<file path="src/rtl/mult_sequencer.sv">
// Operand-pair FIFO feeding a handshake-driven external multiplier, with a held result register.
// Optional WAIT timeout enabled by defining MULT_SEQ_TIMEOUT_EN.
module mult_sequencer #(
  parameter int unsigned N     = 8,
  parameter int unsigned DEPTH = 4
) (
  input  logic             clock,
  input  logic             n_rst,
  input  logic             in_valid,
  output logic             in_ready,
  input  logic [N-1:0]     a_in,
  input  logic [N-1:0]     b_in,
  output logic             start,
  output logic [N-1:0]     Min,
  output logic [N-1:0]     Qin,
  input  logic             ready,
  input  logic [2*N-1:0]   AQ,
  output logic             res_valid,
  input  logic             res_ready,
  output logic [2*N-1:0]   res_out,
  output logic             res_err
);

  localparam int unsigned PW    = 2 * N;
  localparam int unsigned PTR_W = $clog2(DEPTH);
  localparam int unsigned CNT_W = $clog2(DEPTH + 1);
`ifdef MULT_SEQ_TIMEOUT_EN
  localparam int unsigned TMO_CYC = 4 * N;
  localparam int unsigned TMO_W   = $clog2(TMO_CYC);
`endif

  typedef struct packed {
    logic [N-1:0] a;
    logic [N-1:0] b;
  } pair_t;

  typedef enum logic [1:0] {
    S_IDLE  = 2'd0,
    S_ISSUE = 2'd1,
    S_WAIT  = 2'd2,
    S_HOLD  = 2'd3
  } state_t;

  state_t           state_q, state_d;

  pair_t            mem_q [DEPTH];
  logic [PTR_W-1:0] wr_ptr_q, wr_ptr_d;
  logic [PTR_W-1:0] rd_ptr_q, rd_ptr_d;
  logic [CNT_W-1:0] count_q, count_d;
  logic             in_ready_q, in_ready_d;

  logic             start_q, start_d;
  logic [N-1:0]     min_q, min_d;
  logic [N-1:0]     qin_q, qin_d;
  logic             seen_low_q, seen_low_d;
  logic             res_valid_q, res_valid_d;
  logic [PW-1:0]    res_out_q, res_out_d;
`ifdef MULT_SEQ_TIMEOUT_EN
  logic             res_err_q, res_err_d;
  logic [TMO_W-1:0] tmo_cnt_q, tmo_cnt_d;
  logic             tmo_hit_c;
`endif

  logic             push_c;
  logic             pop_c;
  logic             nempty_c;
  logic             rise_c;
  pair_t            head_c;

  assign nempty_c = (count_q != '0);
  assign push_c   = in_valid && in_ready_q;
  assign pop_c    = (state_q == S_IDLE) && nempty_c;
  assign head_c   = mem_q[rd_ptr_q];
  // A done edge counts only after ready was seen low inside WAIT.
  assign rise_c   = (state_q == S_WAIT) && ready && seen_low_q;
`ifdef MULT_SEQ_TIMEOUT_EN
  assign tmo_hit_c = (state_q == S_WAIT) && (tmo_cnt_q == TMO_W'(TMO_CYC - 1));
`endif

  // FIFO pointer / occupancy update
  always_comb begin
    wr_ptr_d = wr_ptr_q;
    rd_ptr_d = rd_ptr_q;
    if (push_c) wr_ptr_d = wr_ptr_q + PTR_W'(1);
    if (pop_c)  rd_ptr_d = rd_ptr_q + PTR_W'(1);
    count_d    = count_q + CNT_W'(push_c) - CNT_W'(pop_c);
    in_ready_d = (count_d < CNT_W'(DEPTH));
  end

  always_ff @(posedge clock) begin
    if (push_c) mem_q[wr_ptr_q] <= {a_in, b_in};
  end

  always_ff @(posedge clock or negedge n_rst) begin
    if (!n_rst) begin
      wr_ptr_q   <= '0;
      rd_ptr_q   <= '0;
      count_q    <= '0;
      in_ready_q <= 1'b1;
    end else begin
      wr_ptr_q   <= wr_ptr_d;
      rd_ptr_q   <= rd_ptr_d;
      count_q    <= count_d;
      in_ready_q <= in_ready_d;
    end
  end

  // Sequencer state register
  always_ff @(posedge clock or negedge n_rst) begin
    if (!n_rst) state_q <= S_IDLE;
    else        state_q <= state_d;
  end

  // Sequencer next state
  always_comb begin
    state_d = state_q;
    case (state_q)
      S_IDLE:  if (nempty_c) state_d = S_ISSUE;
      S_ISSUE: state_d = S_WAIT;
      S_WAIT: begin
        if (rise_c) state_d = S_HOLD;
`ifdef MULT_SEQ_TIMEOUT_EN
        if (tmo_hit_c) state_d = S_HOLD;
`endif
      end
      S_HOLD:  if (res_ready) state_d = S_IDLE;
      default: state_d = S_IDLE;
    endcase
  end

  // Sequencer outputs and datapath next values
  always_comb begin
    start_d     = (state_d == S_ISSUE);
    min_d       = min_q;
    qin_d       = qin_q;
    seen_low_d  = seen_low_q;
    res_valid_d = res_valid_q;
    res_out_d   = res_out_q;
`ifdef MULT_SEQ_TIMEOUT_EN
    res_err_d   = res_err_q;
    tmo_cnt_d   = tmo_cnt_q;
`endif

    if (pop_c) begin
      min_d = head_c.a;
      qin_d = head_c.b;
    end

    case (state_q)
      S_ISSUE: begin
        seen_low_d = 1'b0;
`ifdef MULT_SEQ_TIMEOUT_EN
        tmo_cnt_d  = '0;
`endif
      end
      S_WAIT: begin
        if (!ready) seen_low_d = 1'b1;
`ifdef MULT_SEQ_TIMEOUT_EN
        tmo_cnt_d = tmo_cnt_q + TMO_W'(1);
        if (tmo_hit_c) begin
          res_out_d   = '0;
          res_err_d   = 1'b1;
          res_valid_d = 1'b1;
        end
`endif
        // A genuine completion on the last timeout cycle still wins.
        if (rise_c) begin
          res_out_d   = AQ;
          res_valid_d = 1'b1;
`ifdef MULT_SEQ_TIMEOUT_EN
          res_err_d   = 1'b0;
`endif
        end
      end
      S_HOLD: if (res_ready) res_valid_d = 1'b0;
      default: ;
    endcase
  end

  always_ff @(posedge clock or negedge n_rst) begin
    if (!n_rst) begin
      start_q     <= 1'b0;
      min_q       <= '0;
      qin_q       <= '0;
      seen_low_q  <= 1'b0;
      res_valid_q <= 1'b0;
      res_out_q   <= '0;
`ifdef MULT_SEQ_TIMEOUT_EN
      res_err_q   <= 1'b0;
      tmo_cnt_q   <= '0;
`endif
    end else begin
      start_q     <= start_d;
      min_q       <= min_d;
      qin_q       <= qin_d;
      seen_low_q  <= seen_low_d;
      res_valid_q <= res_valid_d;
      res_out_q   <= res_out_d;
`ifdef MULT_SEQ_TIMEOUT_EN
      res_err_q   <= res_err_d;
      tmo_cnt_q   <= tmo_cnt_d;
`endif
    end
  end

  assign in_ready  = in_ready_q;
  assign start     = start_q;
  assign Min       = min_q;
  assign Qin       = qin_q;
  assign res_valid = res_valid_q;
  assign res_out   = res_out_q;
`ifdef MULT_SEQ_TIMEOUT_EN
  assign res_err   = res_err_q;
`else
  assign res_err   = 1'b0;
`endif

endmodule

</file>
<file path="config.mk">
export PLATFORM = sky130hd
export DESIGN_NAME = mult_sequencer
export DESIGN_NICKNAME = d
export VERILOG_FILES = /design/src/rtl/mult_sequencer.sv
export SDC_FILE = /design/constraint.sdc
export NUM_CORES = 1
export LEC_CHECK = 0
export CORE_UTILIZATION = 40
export DETAILED_ROUTE_END_ITERATION = 12
export PLACE_DENSITY = 0.66
export SETUP_SLACK_MARGIN = 0.3
export SYNTH_ARGS = -nofsm -noshare
export SYNTH_HDL_FRONTEND = slang
export SYNTH_SLANG_ARGS = --single-unit
</file>
<file path="constraint.sdc">
create_clock -name clock -period 2.4 [get_ports clock]
set_input_delay 0.36 -clock clock [delete_from_list [all_inputs] [get_ports clock]]
set_output_delay 0.36 -clock clock [all_outputs]
set_load 0.01 [all_outputs]
</file>
# ---- Yosys cells after proc, flatten, opt, wreduce, memory -nomap -nowiden
# Memories as Yosys holds them, arrays and structs flattened. A register that Yosys moved wholly into a read port is not among the register bits.
# Cells that the tools add are included.
dict set report classes {
  n_reduce_logical 12
  eq_ne 7
  order_cmp 1
  addsub 4
  n_mux 11
}
# cell n
set ops {}
lappend ops {{$pmux W2 S4} 1}
lappend ops {{$mux W2} 3}
lappend ops {{$ne A2 B2 Y1 const B} 3}
lappend ops {{$mux W1} 5}
lappend ops {{$add A2 B1 Y2 const B} 2}
lappend ops {{$eq A2 B1 Y1 const B} 2}
lappend ops {{$eq A2 B2 Y1 const B} 2}
lappend ops {{$logic_and A1 B1 Y1} 4}
lappend ops {{$pmux W1 S2} 2}
lappend ops {{$reduce_and A2 Y1} 2}
lappend ops {{$reduce_bool A2 Y1} 2}
lappend ops {{$add A3 B1 Y3} 1}
lappend ops {{$lt A3 B3 Y1 const B} 1}
lappend ops {{$reduce_and A3 Y1} 1}
lappend ops {{$reduce_bool A3 Y1} 1}
lappend ops {{$sub A3 B1 Y3} 1}
lappend ops {{$logic_not A2 Y1} 1}
lappend ops {{$logic_not A1 Y1} 1}
dict set report word_totals {
  out_inout_bits 36
  mem_bits_rw 64
  mem_count 1
  reg_bits 29
}
# memory words word_bits rd rd_ports_with_merged_regs write_ports line_no
set memory_table {}
lappend memory_table {mem_q 4 16 1 1 1 46} ;# pair_t mem_q [DEPTH];

# ---- Logic depth before layout (Yosys ltp)
dict set report depth {
  ltp_word 6
  ltp_mapped 11
  depth_no_buf 10
}

# ---- Worst setup path after synthesis
# Ideal clock, no wire load.
dict set report synth_timing {
  path_type {register to register}
  from {reg state_q[1]}
  to {reg count_q[2]}
  path_stages_with_launch 12
  setup_time_ps 121
  synth_period_minus_slack_ps 2438
  path_slack_ps -38
  n_path_buf 2
  t_arrival_ps 2317
  path_cell_list {dfrtp_1 buf_2 nor3_4 buf_6 ha_1 inv_1 ha_1 inv_1 fa_1 xnor2_1 xor2_1 inv_1}
}
dict set report synth_via {
  elab_chain_cells 3
}
# item line_no
set synth_lines {}
lappend synth_lines {{from (decl)} 44} ;# state_t state_q, state_d;
lappend synth_lines {{from (signal assigned)} 111} ;# else state_q <= state_d;
lappend synth_lines {{$logic_not A2 Y1} 72} ;# assign pop_c = (state_q == S_IDLE) && nempty_c;
lappend synth_lines {{$logic_and A1 B1 Y1} 72}
lappend synth_lines {{net pop_c} 65} ;# logic pop_c;
lappend synth_lines {{$sub A3 B1 Y3} 86} ;# count_d = count_q + CNT_W'(push_c) - CNT_W'(pop_c);
lappend synth_lines {{net count_d[2]} 49} ;# logic [CNT_W-1:0] count_q, count_d;
lappend synth_lines {{to (signal assigned)} 103} ;# count_q <= count_d;
lappend synth_lines {{to (decl)} 49}
# The timed path passes the listed nets, and every way through them passes these cells.
# A chain may end at the register's enable or synchronous reset.

# ---- Final worst setup path
dict set report layout_timing {
  from {reg count_q[1]}
  to {reg count_q[2]}
}
dict set report layout_via {
  elab_chain_cells 3
}
# item line_no
set layout_lines {}
lappend layout_lines {{branches (longest 2 deep; another with $add A3 B1 Y3)} -}
lappend layout_lines {{$sub A3 B1 Y3 *} 86}
lappend layout_lines {{net count_d[2]} 49}
# Mark *: on every way through the listed nets, which the timed path passes.

==> results.yml <==
run_status:
  outcome: "finished, final reports clean"
floorplan:
  dieArea_mm2: 0.01099
  die_width_um: 104.9
  core_mm2: 0.01028
  rows: 37
  pin_count: 73
  start_util: 0.4117
  die_h_um: 104.9
timing:
  slew_viol_final: 0
  fin_crit_sh: 0.8677
  hold_viol: 0
  period_needed_ns: 2.082
  fmax_mhz: 480.2
  rsz0062_at_grt: "true"
  setup-violations-final: 0
  skew_ns: 0.007438
final_layout:
  flow.area_growth_from_synthesis_pct: 27.14
  drive_above_1_share: 0.2776
  n_antenna_cell: 0
  final_area_mm2: 0.005380
  nets: 338
power:
  p_comb_frac: 0.378
  peakVddDrop_mv: 0.4411
  power_frac_seq: 0.463
  p_sw_mw: 1.849
  p_clk_frac: 0.159
  power_density_mw_per_mm2: 1167
  p_int_mw: 4.431
  finalPower_mw: 6.280
  leakage_nw: 2.037
  swShare: 0.2944
logic_synthesis:
  synth.largest_area_cell: "edfxtp_1"
  synth-seq-cells: 109
  synth_commonest_cells: "64 x edfxtp_1, 44 x dfrtp_1, 25 x mux2_2"
  async_flop_share: 0.4128
  synth_area_leaders: "edfxtp_1 45%, dfrtp_1 26%, mux2_2 6.7%, mux4_1 5.0%, mux4_2 4.3%"
  synth_top_area_share: 0.4542
  synth_warnings: 0
  synth_area_mm2: 0.004232
  synthCells: 208
  avgSynthCellArea_um2: 20.34
  ys_seq_area_frac: 0.7206
  synth-edff-count: 64
  synth_flop_cell: "edfxtp_1"
  synth_fp_nets: 252
  synthDistinctLibCells: 28
  synth_most_common_cell: "edfxtp_1"
grt:
  grt_max_degree: 46
  antenna_found_initial: 0
  track_usage: 0.1340
  grt_pass1_vias: 2157
  grt_first_pass_wirelength_um: 11120
  overflow: 0
clock_network:
  cts_buffers: 9
  root_buffer: "clkbuf_8"
  htree_levels: 3
  insertion_delay_ns: 0.35
  clkTransAtPathRegs_ns: 0.10
  cts_tree: "built"
  clock_sinks: 109
  clock_path_buffers: 2
drt:
  drtIter0Drc: 71
  routed_wirelength_um: 6780
  vias: 2071
  drc_errors: 0
  drt_pass1_iterations: 4
  wire_per_inst_um: 15.59
  via_per_inst: 4.761
  antenna_left: 0
setup_path:
  critPathCaptureType: "flop"
  critical_path.max_fanout: 3
  reg2regPathDepth: 10
  crit_path_start_kind: "flop"
  cp.required_ns: 2.64
  crit_type: "reg -> reg"
  arrival_ns: 2.33
place:
  dp_hpwl_um: 4361
  globalplace.congestion: 0.6591
  placed_area_mm2: 0.005159
  portBuffers: 71
hold_path:
  hp-class: "in -> async"
flow_run:
  cap_violations: 0
-- sequential cells by signal, summed over array words and instances (netlist names) --
register,count
mem_q,64
seen_low_q,1
wr_ptr_q,2
state_q,2
rd_ptr_q,2
Min,8
in_ready,1
count_q,3
Qin,8
res_valid,1
res_out,16
start,1
-- worst paths after layout --
| path | slack (ns) | startpoint | endpoint |
|---|---|---|---|
| min in group clock | 0.51 | res_out[11] | res_out[11] |
| min | 0.51 | n_rst | res_out[9] |
| max | 0.32 | count_q[1] | count_q[2] |
| min reg2reg | 0.51 | res_out[11] | res_out[11] |
| max in group asynchronous | 1.62 | n_rst | in_ready |
| max reg2reg | 0.32 | count_q[1] | count_q[2] |
-- cell type report --
type                            count  area [um^2]
Tap cell                          136        170.2
Sequential cell                   109         3050
Inverter                            8        30.03
Multi-Input combinational cell     82         1117
Clock buffer                        9        123.9
Fill cell                         874         4897
Timing Repair Buffer               84        830.8
Clock inverter                      7        57.56
-- layout by cell type (no fill, tap or decap), types with 4 or more instances in the layout --
master	count
mux2_4	8
ha_1	4
buf_4	10
mux4_1	8
clkdlybuf4s50_1	70
o21ai_0	4
mux2_2	25
dfrtp_1	43
inv_1	6
and3_1	5
mux4_2	8
clkbuf_8	9
edfxtp_1	64
-- what timing repair did --
item / CTS / global route
endpoints found under the setup margin: 2 / 1
setup buffers: 1 / 2
pin swaps: 3 / 1
hold endpoints to repair: 44 / 0
gates resized for setup: 1 / 1
hold buffers: 1 / 0
-- cell families (layout without fill, tap and decap cells) --
| kind of cell | count (synthesis) | after routing | synth area share |
|---|---|---|---|
| and+or+nand+nor | 16 | 16 | 0.02868 |
| AOI/OAI and AO/OA | 4 | 4 | 0.004731 |
| DFF | 109 | 109 | 0.7206 |
| other | 1 | 1 | 0.0008862 |
| xor gates and xnor gates | 5 | 5 | 0.01035 |
| adders and majority gates | 7 | 7 | 0.02247 |
| muxes | 49 | 49 | 0.1872 |
| buffers and inverters | 17 | 108 | 0.02513 |
-- power groups by stage --
stage / combinational [mW] / clock [mW] / sequential, mW
floorplan: 1.40 / 0 / 2.97
finish: 2.37 / 0.996 / 2.91
detailed placement: 2.38 / 0 / 2.95
global route: 2.58 / 1.10 / 2.99
global placement: 2.33 / 0 / 2.93
CTS: 2.40 / 1.03 / 2.93
-- routing by layer --
| layer | up-vias | routed length [um] | global-route usage |
|---|---|---|---|
| li1 | 961 | - | - |
| met4 | 0 | 50 | 0.04527 |
| met2 | 72 | 3224 | 0.2185 |
| met5 | - | 0 | 0 |
| met3 | 4 | 384 | 0.03618 |
| met1 | 1034 | 3121 | 0.1739 |
-- metrics by stage --
step,setup WS (ns),hold slack (ns),util,setup TNS [ns],std cells
3_3_place_gp,0.07233,0.3657,0.5019,0,415
3_5_place_dp,-0.008199,0.3657,0.5019,-0.008199,415
6_report,0.3175,0.5099,0.5235,0,435
5_1_grt,0.2322,0.5207,0.5235,0,435
2_1_floorplan,0.03619,0.06441,-,0,208
4_1_cts,0.3065,0.5051,0.5219,0,433
-- worst max-delay path, cell delays in order, from the launching register on --
cell and delay (ns):
dfrtp_2 0.45, nor3_4 0.25, nor3_4 0.07, ha_4 0.24
inv_2 0.05, ha_4 0.11, inv_2 0.03, fa_2 0.34
xnor2_2 0.15, xor2_1 0.22, inv_1 0.06
Note: power is estimated with default switching activity, not from simulation.
